$ cat src/rtl/enigma_console_host.sv
// enigma_console_host
// Scripted host-side initiator for the Enigma UART console. It plays the PC's
// role over a byte-level UART handshake: loads the plugboard pairs, walks the
// menu (P / pairs / X / S / letters / ESC), checks prompts and echoes, and
// reports every ciphertext letter that comes back.
//
// Ports
//   clk, rst_n                    clock, async active-low reset
//   start, sync_menu              run request (pulse), wait for '>' first
//   cfg_wr/sel/idx/a/b            pair (sel=0) / text (sel=1) memory writes
//   num_pairs, text_len           run lengths, sampled at start
//   tx_data, tx_start             byte and one-cycle send strobe to uart_tx
//   tx_active, tx_done            transmitter busy / byte finished
//   rx_data, rx_done              received byte, rising edge = new byte
//   ct_valid, ct_char, ct_idx     ciphertext letter strobe, code, position
//   busy, done, error, err_code   run status (1 timeout, 2 echo, 3 ct, 4 cfg)
//
// state        | meaning
// IDLE         | waiting for start
// CHECK        | validate lengths and pair letters, one pair per cycle
// WAIT_MENU0   | optional wait for the initial '>' prompt
// SEND_P       | send 'P'
// WAIT_PLUG    | wait for ':'
// SEND_A/B     | send first/second letter of pair k
// WAIT_ECHO_A/B| first byte back must equal the byte just sent
// SEND_X       | leave plugboard entry
// WAIT_MENU1   | wait for '>'
// SEND_S       | enter crypt mode
// WAIT_CRYPT   | wait for ':'
// SEND_PT      | send plaintext letter k
// WAIT_CT      | first byte back is the ciphertext letter
// SEND_ESC     | leave crypt mode
// WAIT_MENU2   | wait for '>'
// DONE         | success, back to IDLE
// ERROR        | failure, back to IDLE
module enigma_console_host #(
  parameter int MAX_PAIRS      = 13,
  parameter int MAX_LEN        = 32,
  parameter int TIMEOUT_CYCLES = 2000000
) (
  input  logic       clk,
  input  logic       rst_n,
  input  logic       start,
  input  logic       sync_menu,
  input  logic       cfg_wr,
  input  logic       cfg_sel,
  input  logic [7:0] cfg_idx,
  input  logic [4:0] cfg_a,
  input  logic [4:0] cfg_b,
  input  logic [7:0] num_pairs,
  input  logic [7:0] text_len,
  output logic [7:0] tx_data,
  output logic       tx_start,
  input  logic       tx_active,
  input  logic       tx_done,
  input  logic [7:0] rx_data,
  input  logic       rx_done,
  output logic       ct_valid,
  output logic [4:0] ct_char,
  output logic [7:0] ct_idx,
  output logic       busy,
  output logic       done,
  output logic       error,
  output logic [2:0] err_code
);
  localparam int PW = (MAX_PAIRS > 1) ? $clog2(MAX_PAIRS) : 1;
  localparam int LW = (MAX_LEN > 1) ? $clog2(MAX_LEN) : 1;
  localparam int TW = $clog2(TIMEOUT_CYCLES + 1);

  localparam logic [7:0] CH_A     = 8'h41;
  localparam logic [7:0] CH_Z     = 8'h5A;
  localparam logic [7:0] CH_GT    = 8'h3E;
  localparam logic [7:0] CH_COLON = 8'h3A;
  localparam logic [7:0] CH_P     = 8'h50;
  localparam logic [7:0] CH_X     = 8'h58;
  localparam logic [7:0] CH_S     = 8'h53;
  localparam logic [7:0] CH_ESC   = 8'h1B;

  typedef enum logic [4:0] {
    S_IDLE, S_CHECK, S_WAIT_MENU0, S_SEND_P, S_WAIT_PLUG, S_SEND_A,
    S_WAIT_ECHO_A, S_SEND_B, S_WAIT_ECHO_B, S_SEND_X, S_WAIT_MENU1,
    S_SEND_S, S_WAIT_CRYPT, S_SEND_PT, S_WAIT_CT, S_SEND_ESC,
    S_WAIT_MENU2, S_DONE, S_ERROR
  } state_t;

  logic [4:0] pair_a   [MAX_PAIRS];
  logic [4:0] pair_b   [MAX_PAIRS];
  logic [4:0] text_mem [MAX_LEN];

  state_t        state, state_d;
  logic [7:0]    k, k_d;
  logic [7:0]    np_q, np_d, tl_q, tl_d;
  logic          sync_q, sync_d;
  logic          tx_sent, tx_sent_d;
  logic [TW-1:0] cnt, cnt_d;
  logic          rx_done_q, new_rx, pend, consume, clr_pend;
  logic [7:0]    rx_byte;
  logic [7:0]    tx_data_d, ct_idx_d;
  logic          tx_start_d, ct_valid_d, busy_d, done_d, error_d;
  logic [4:0]    ct_char_d;
  logic [2:0]    err_code_d, fail_code;
  logic          fail, is_send, is_wait;
  logic [7:0]    send_byte;
  state_t        send_next;

  assign new_rx   = rx_done & ~rx_done_q;
  assign clr_pend = (state == S_IDLE) && start;

  always_ff @(posedge clk) begin
    if (cfg_wr && !busy) begin
      if (!cfg_sel && cfg_idx < 8'(MAX_PAIRS)) begin
        pair_a[cfg_idx[PW-1:0]] <= cfg_a;
        pair_b[cfg_idx[PW-1:0]] <= cfg_b;
      end else if (cfg_sel && cfg_idx < 8'(MAX_LEN)) begin
        text_mem[cfg_idx[LW-1:0]] <= cfg_a;
      end
    end
  end

  always_comb begin
    state_d    = state;
    k_d        = k;
    np_d       = np_q;
    tl_d       = tl_q;
    sync_d     = sync_q;
    tx_sent_d  = tx_sent;
    cnt_d      = cnt;
    tx_data_d  = tx_data;
    tx_start_d = 1'b0;
    ct_valid_d = 1'b0;
    ct_char_d  = ct_char;
    ct_idx_d   = ct_idx;
    busy_d     = busy;
    done_d     = done;
    error_d    = error;
    err_code_d = err_code;
    consume    = 1'b0;
    fail       = 1'b0;
    fail_code  = 3'd0;
    is_send    = 1'b0;
    is_wait    = 1'b0;
    send_byte  = 8'h00;
    send_next  = state;

    case (state)
      S_IDLE: if (start) begin
        np_d = num_pairs; tl_d = text_len; sync_d = sync_menu;
        done_d = 1'b0; error_d = 1'b0; err_code_d = 3'd0; busy_d = 1'b1;
        k_d = 8'd0; state_d = S_CHECK;
      end
      S_CHECK: begin
        if (np_q > 8'(MAX_PAIRS) || tl_q > 8'(MAX_LEN)) begin
          fail = 1'b1; fail_code = 3'd4;
        end else if (k < np_q) begin
          if (pair_a[k[PW-1:0]] > 5'd25 || pair_b[k[PW-1:0]] > 5'd25) begin
            fail = 1'b1; fail_code = 3'd4;
          end else k_d = k + 8'd1;
        end else begin
          k_d = 8'd0; cnt_d = '0;
          if (sync_q) state_d = S_WAIT_MENU0;
          else state_d = (np_q == 8'd0) ? S_SEND_S : S_SEND_P;
        end
      end
      S_WAIT_MENU0: begin
        is_wait = 1'b1;
        if (pend) begin
          consume = 1'b1;
          if (rx_byte == CH_GT) state_d = (np_q == 8'd0) ? S_SEND_S : S_SEND_P;
        end
      end
      S_SEND_P: begin is_send = 1'b1; send_byte = CH_P; send_next = S_WAIT_PLUG; end
      S_WAIT_PLUG: begin
        is_wait = 1'b1;
        if (pend) begin
          consume = 1'b1;
          if (rx_byte == CH_COLON) begin k_d = 8'd0; state_d = S_SEND_A; end
        end
      end
      S_SEND_A: begin
        is_send = 1'b1; send_next = S_WAIT_ECHO_A;
        send_byte = {3'b000, pair_a[k[PW-1:0]]} + CH_A;
      end
      S_WAIT_ECHO_A: begin
        is_wait = 1'b1;
        if (pend) begin
          consume = 1'b1;
          if (rx_byte == tx_data) state_d = S_SEND_B;
          else begin fail = 1'b1; fail_code = 3'd2; end
        end
      end
      S_SEND_B: begin
        is_send = 1'b1; send_next = S_WAIT_ECHO_B;
        send_byte = {3'b000, pair_b[k[PW-1:0]]} + CH_A;
      end
      S_WAIT_ECHO_B: begin
        is_wait = 1'b1;
        if (pend) begin
          consume = 1'b1;
          if (rx_byte == tx_data) begin
            k_d = k + 8'd1;
            state_d = (k + 8'd1 == np_q) ? S_SEND_X : S_SEND_A;
          end else begin fail = 1'b1; fail_code = 3'd2; end
        end
      end
      S_SEND_X: begin is_send = 1'b1; send_byte = CH_X; send_next = S_WAIT_MENU1; end
      S_WAIT_MENU1: begin
        is_wait = 1'b1;
        if (pend) begin
          consume = 1'b1;
          if (rx_byte == CH_GT) state_d = S_SEND_S;
        end
      end
      S_SEND_S: begin is_send = 1'b1; send_byte = CH_S; send_next = S_WAIT_CRYPT; end
      S_WAIT_CRYPT: begin
        is_wait = 1'b1;
        if (pend) begin
          consume = 1'b1;
          if (rx_byte == CH_COLON) begin
            k_d = 8'd0;
            state_d = (tl_q == 8'd0) ? S_SEND_ESC : S_SEND_PT;
          end
        end
      end
      S_SEND_PT: begin
        is_send = 1'b1; send_next = S_WAIT_CT;
        send_byte = {3'b000, text_mem[k[LW-1:0]]} + CH_A;
      end
      S_WAIT_CT: begin
        is_wait = 1'b1;
        if (pend) begin
          consume = 1'b1;
          if (rx_byte >= CH_A && rx_byte <= CH_Z) begin
            ct_valid_d = 1'b1;
            ct_char_d  = 5'(rx_byte - CH_A);
            ct_idx_d   = k;
            k_d        = k + 8'd1;
            state_d    = (k + 8'd1 == tl_q) ? S_SEND_ESC : S_SEND_PT;
          end else begin fail = 1'b1; fail_code = 3'd3; end
        end
      end
      S_SEND_ESC: begin is_send = 1'b1; send_byte = CH_ESC; send_next = S_WAIT_MENU2; end
      S_WAIT_MENU2: begin
        is_wait = 1'b1;
        if (pend) begin
          consume = 1'b1;
          if (rx_byte == CH_GT) state_d = S_DONE;
        end
      end
      S_DONE: begin busy_d = 1'b0; done_d = 1'b1; state_d = S_IDLE; end
      S_ERROR: state_d = S_IDLE;
      default: state_d = S_IDLE;
    endcase

    // Shared transmit handshake: issue once the transmitter is idle, then
    // hold off until the byte has left the wire.
    if (is_send) begin
      if (!tx_sent) begin
        if (!tx_active) begin
          tx_start_d = 1'b1; tx_data_d = send_byte; tx_sent_d = 1'b1;
        end
      end else if (tx_done) begin
        tx_sent_d = 1'b0; state_d = send_next; cnt_d = '0;
      end
    end

    if (is_wait) begin
      if (consume) cnt_d = '0;
      else if (cnt == TW'(TIMEOUT_CYCLES - 1)) begin fail = 1'b1; fail_code = 3'd1; end
      else cnt_d = cnt + TW'(1);
    end
    if (new_rx) cnt_d = '0;

    if (fail) begin
      state_d = S_ERROR; err_code_d = fail_code; error_d = 1'b1; busy_d = 1'b0;
    end
  end

  always_ff @(posedge clk or negedge rst_n) begin
    if (!rst_n) begin
      state <= S_IDLE; k <= '0; np_q <= '0; tl_q <= '0; sync_q <= 1'b0;
      tx_sent <= 1'b0; cnt <= '0; rx_done_q <= 1'b0; pend <= 1'b0; rx_byte <= '0;
      tx_data <= '0; tx_start <= 1'b0; ct_valid <= 1'b0; ct_char <= '0; ct_idx <= '0;
      busy <= 1'b0; done <= 1'b0; error <= 1'b0; err_code <= '0;
    end else begin
      state <= state_d; k <= k_d; np_q <= np_d; tl_q <= tl_d; sync_q <= sync_d;
      tx_sent <= tx_sent_d; cnt <= cnt_d; rx_done_q <= rx_done;
      // A byte arriving while a send is still finishing stays pending here.
      pend <= new_rx | (pend & ~consume & ~clr_pend);
      if (new_rx) rx_byte <= rx_data;
      tx_data <= tx_data_d; tx_start <= tx_start_d; ct_valid <= ct_valid_d;
      ct_char <= ct_char_d; ct_idx <= ct_idx_d;
      busy <= busy_d; done <= done_d; error <= error_d; err_code <= err_code_d;
    end
  end
endmodule

$ cat config.mk
export PLATFORM = sky130hd
export DESIGN_NAME = enigma_console_host
export DESIGN_NICKNAME = d
export VERILOG_FILES = /design/src/rtl/enigma_console_host.sv
export SDC_FILE = /design/constraint.sdc
export NUM_CORES = 1
export LEC_CHECK = 0
export ABC_CLOCK_PERIOD_IN_PS = 3500
export CORE_UTILIZATION = 60
export CTS_CLUSTER_DIAMETER = 60
export CTS_CLUSTER_SIZE = 16
export DETAILED_ROUTE_END_ITERATION = 12
export GPL_ROUTABILITY_DRIVEN = 0
export PLACE_DENSITY_LB_ADDON = 0.08
export SLEW_MARGIN = 40
export SYNTH_ARGS = -nofsm -noshare
export SYNTH_HDL_FRONTEND = slang
export SYNTH_SLANG_ARGS = --single-unit
$ cat constraint.sdc
create_clock -name clk -period 3.5 [get_ports clk]
set_input_delay 0.7 -clock clk [delete_from_list [all_inputs] [get_ports clk]]
set_output_delay 0.7 -clock clk [all_outputs]
set_load 0.02 [all_outputs]
==> metrics.sh <==
FMAXACHIEVABLE_GHz=0.303
RSZ0062_AT_GRT='false'
SLEW_VIOLATIONS=0
INITIAL_ANTENNA_VIOLATION_COUNT=0
GRT_FIRST_PASS_WIRELENGTH_MM=57.3
CRITICAL_PATH_PEAK_FANOUT=19
FP.DIEH_UM=169
DETAILED_ROUTE_VIA_COUNT=9963
FLOORPLAN.ROWS=60
HP-CLASS='in -> async'
BUFFER_PORTS.INSERTED=78
CRIT_REQUIRED_PS=3960
SYNTHESIS.NETS=1175
SYNTH-EDFF-COUNT=290
FINALHOLDVIOLCOUNT=0
FIN_NETS=1280
IOPINCOUNT=80
TIMING_WORST_SLEW_PIN_VALUE_PS=698
ANT_NETS=0
PIN_COUNT_OF_THE_BIGGEST_NET_ENTERING_GLOBAL_ROUTING=59
CRIT_ARRIVAL_PS=3760
TOTALNEGATIVESETUPSLACK_PS=0
YOSYSSEQAREASHARE_PCT=65.5
DRIVE_ABOVE_1_SHARE_PCT=17.9
STARTPOINT_TYPE='register'
WL_PER_CELL_UM=23.0
ROOT_BUFFER='clkbuf_16'
DETAIL_ROUTE.WIRELENGTH_MM=37.1
DRC_ERRORS=0
SYNTH_WARNINGS=0
END_KIND='register'
CLOCK_TREE_FROM_TRITONCTS='done'
DRV.MAX_CAP_VIOLATION_COUNT=0
MOST-COMMON-LAYOUT-CELLS='edfxtp_1 (290), nand2_1 (87), dfrtp_1 (87)'
OUTCOME='completed'
FINAL.SETUP_SKEW_PS=20.2
IRDROPWORSTVDD_V=0.000467
TIMING.FINAL.CRIT_PERIOD_PS=3300
CORE_AREA_UM2=27200
MAX_SLEW_MARGIN_PCT=53.4
H-TREE-DEPTH=1
NUMBER_OF_DISTINCT_LIBRARY_CELLS_AFTER_SYNTHESIS=83
DETAIL_ROUTE.VIAS_PER_CELL=6.18
CRITICAL_PATH_CLASS='reg -> reg'
SYN2LAYOUT_AREA_GROWTH_PCT=13.5
GRT_PASS1_VIAS=9976
SETUP.REG_TO_REG.WORST_SLACK_PS=200
DESIGN.DIE.AREA_UM2=28600
CTS.PATH.MAX_BUFFERS=3
PERIOD_UTILISATION_LAYOUT_PCT=94.3
SYNTHARSTFLOPSHARE_PCT=23.7
TRACK_USAGE_PCT=26.5
TOTAL_POWER_mW=11.2
SYNTHFLOPTYPE='edfxtp_1'
TIMING.REG2REG.WORST_PATH_DEPTH=10
DRT_FIRST_PASS_ITERS=6
MOSTFREQUENTLAYOUTCELL='edfxtp_1'
CLKSINKCOUNT=380
CTS_POST_SETUP_BUFFERS_INSERTED=0
FINAL-SETUP-VIOL-COUNT=0
NETLIST_AREA_UM2=16700
DIE_X_UM=169
FIN_UTIL_PCT=69.9
N_FILL_CELL=1827
SYNTH.AVG_CELL_AREA_UM2=15.1
SYN_INST=1110
TRITONCTS.NUM_BUFFERS=31
SYNTH_SEQ_CELLS=380
REGTOREGSTARTPOINT='k[0]'
CLKSLEWWORSTSETUPHOLDPATHS_PS=70
CLOCK_LATENCY_ON_THE_WORST_SKEW_PAIR_PS=580
POWER_DENSITY_RELATIVE_TO_CELL_AREA_nW_PER_UM2=587
DP.FINAL_HPWL_MM=24.9
FLOORPLAN.INITIALDENSITY_PCT=61.6
GLOBAL_ROUTE.OVERFLOW_TOTAL=0
INITIALDRTVIOLATIONCOUNT=935
DIODES=0
LEAKAGE_nW=6.47
WORST_R2R_ENDPOINT='tx_data[4]'
==> registers in the layout (all words and copies together) (netlist names) <==
signal	cells
error	1
ct_valid	1
pend	1
rx_byte	8
tx_sent	1
np_q	8
sync_q	1
done	1
err_code	3
k	8
rx_done_q	1
state	5
busy	1
cnt	21
text_mem	160
ct_idx	8
pair_a	65
tx_start	1
pair_b	65
tl_q	8
tx_data	7
ct_char	5
==> what timing repair did <==
| action | in CTS | in global routing |
|---|---|---|
| resized for setup | 0 | 2 |
| endpoints found under the setup margin | 0 | 1 |
| hold endpoints to repair | 0 | 0 |
| hold buffers | 0 | 0 |
==> synth_stat cells (5+ instances only) <==
| library cell | instances | share of area [%] |
|---|---|---|
| edfxtp_1 | 290 | 52 |
| a31oi_1 | 11 | 0.41 |
| mux4_2 | 65 | 8.7 |
| or3_1 | 13 | 0.49 |
| and2_1 | 6 | 0.22 |
| nor4_1 | 15 | 0.56 |
| o21ai_0 | 18 | 0.54 |
| or4_1 | 8 | 0.36 |
| nor2b_1 | 9 | 0.34 |
| o22ai_1 | 14 | 0.52 |
| nand2_1 | 87 | 2.0 |
| mux2i_1 | 10 | 0.60 |
| dfrtp_1 | 90 | 13 |
| a211oi_1 | 6 | 0.27 |
| clkbuf_1 | 40 | 0.90 |
| a21oi_1 | 38 | 1.1 |
| nand4_1 | 12 | 0.45 |
| buf_4 | 5 | 0.22 |
| o31ai_1 | 7 | 0.31 |
| inv_1 | 23 | 0.52 |
| nor3_1 | 13 | 0.39 |
| or2_2 | 7 | 0.26 |
| ha_1 | 14 | 1.0 |
| nor2_1 | 85 | 1.9 |
| nand2b_1 | 7 | 0.26 |
| nand3_1 | 36 | 1.1 |
| mux2_2 | 31 | 2.1 |
| buf_2 | 5 | 0.15 |
| buf_6 | 8 | 0.54 |
| mux4_1 | 7 | 1.1 |
| and3_1 | 7 | 0.26 |
| xor2_1 | 18 | 0.94 |
| nor3b_1 | 5 | 0.22 |
| xnor2_1 | 24 | 1.3 |
==> worst max-delay path by stage <==
stage | startpoint | to | slack [ps] | cells past startpoint
after CTS | k[0] | tx_data[4] | 220 | 12
after global placement | k[0] | tx_data[4] | 290 | 10
after detailed placement | k[0] | tx_data[4] | 220 | 12
after global routing | k[0] | tx_data[4] | 20 | 10
final | k[0] | tx_data[4] | 200 | 10
after floorplan | k[0] | tx_data[4] | 560 | 14
==> cell type report <==
| type | instances | area [µm²] | share of cell area [%] |
|---|---|---|---|
| flip-flops and latches | 380 | 11000 | 57.7 |
| multi-input cells | 645 | 5340 | 28.1 |
| repair buffers | 132 | 1210 | 6.35 |
| clock buffers | 46 | 832 | 4.38 |
| well taps | 372 | 465 | 2.45 |
| clock inverters | 11 | 93.8 | 0.494 |
| inverters | 25 | 93.8 | 0.494 |
==> metal layers <==
layer / vias up / track usage (%) / part of all wire (%)
met3: 63 / 4.28 / 7.1
met5: - / 0 / 0
met1: 5005 / 38.6 / 43
li1: 4502 / - / -
met2: 393 / 42.2 / 47
met4: 0 / 7.17 / 2.4
==> cell families (layout without fill, tap and decap cells) <==
| family | Yosys count | in the layout | share of synthesized area [%] |
|---|---|---|---|
| xor gates and xnor gates | 44 | 44 | 2.47 |
| buffers and inverters | 85 | 214 | 2.58 |
| DFF | 380 | 380 | 65.5 |
| AOI/OAI and AO/OA | 142 | 142 | 5.94 |
| and+or+nand+nor | 330 | 330 | 9.81 |
| muxes | 114 | 114 | 12.6 |
| adders and majority gates | 14 | 14 | 1.05 |
| other | 1 | 1 | 0.0224 |
==> critical path: stages (launching register included) <==
cell,delay (ps)
dfrtp_4,640
mux4_1,610
mux4_2,500
and3_1,220
a2111oi_2,460
inv_1,90
ha_1,210
inv_1,80
a221oi_1,60
xnor2_1,150
o22a_1,160
==> through the flow <==
step	worst slack, ps	std cells	cell area, µm²	hold slack (ps)
global route	21.6	1611	19000	121
detailed placement	222	1554	18100	471
floorplan	563	1110	16700	404
CTS	216	1611	19000	228
global placement	288	1554	18100	464
finish	199	1611	19000	91.3
==> power breakdown <==
group	total (mW)	internal (mW)	switching, mW
registers	5.41	5.09	0.325
clock network	3.26	1.67	1.59
logic	2.48	1.18	1.30
total	11.2	7.94	3.22
(Power assumes the default switching activity.)
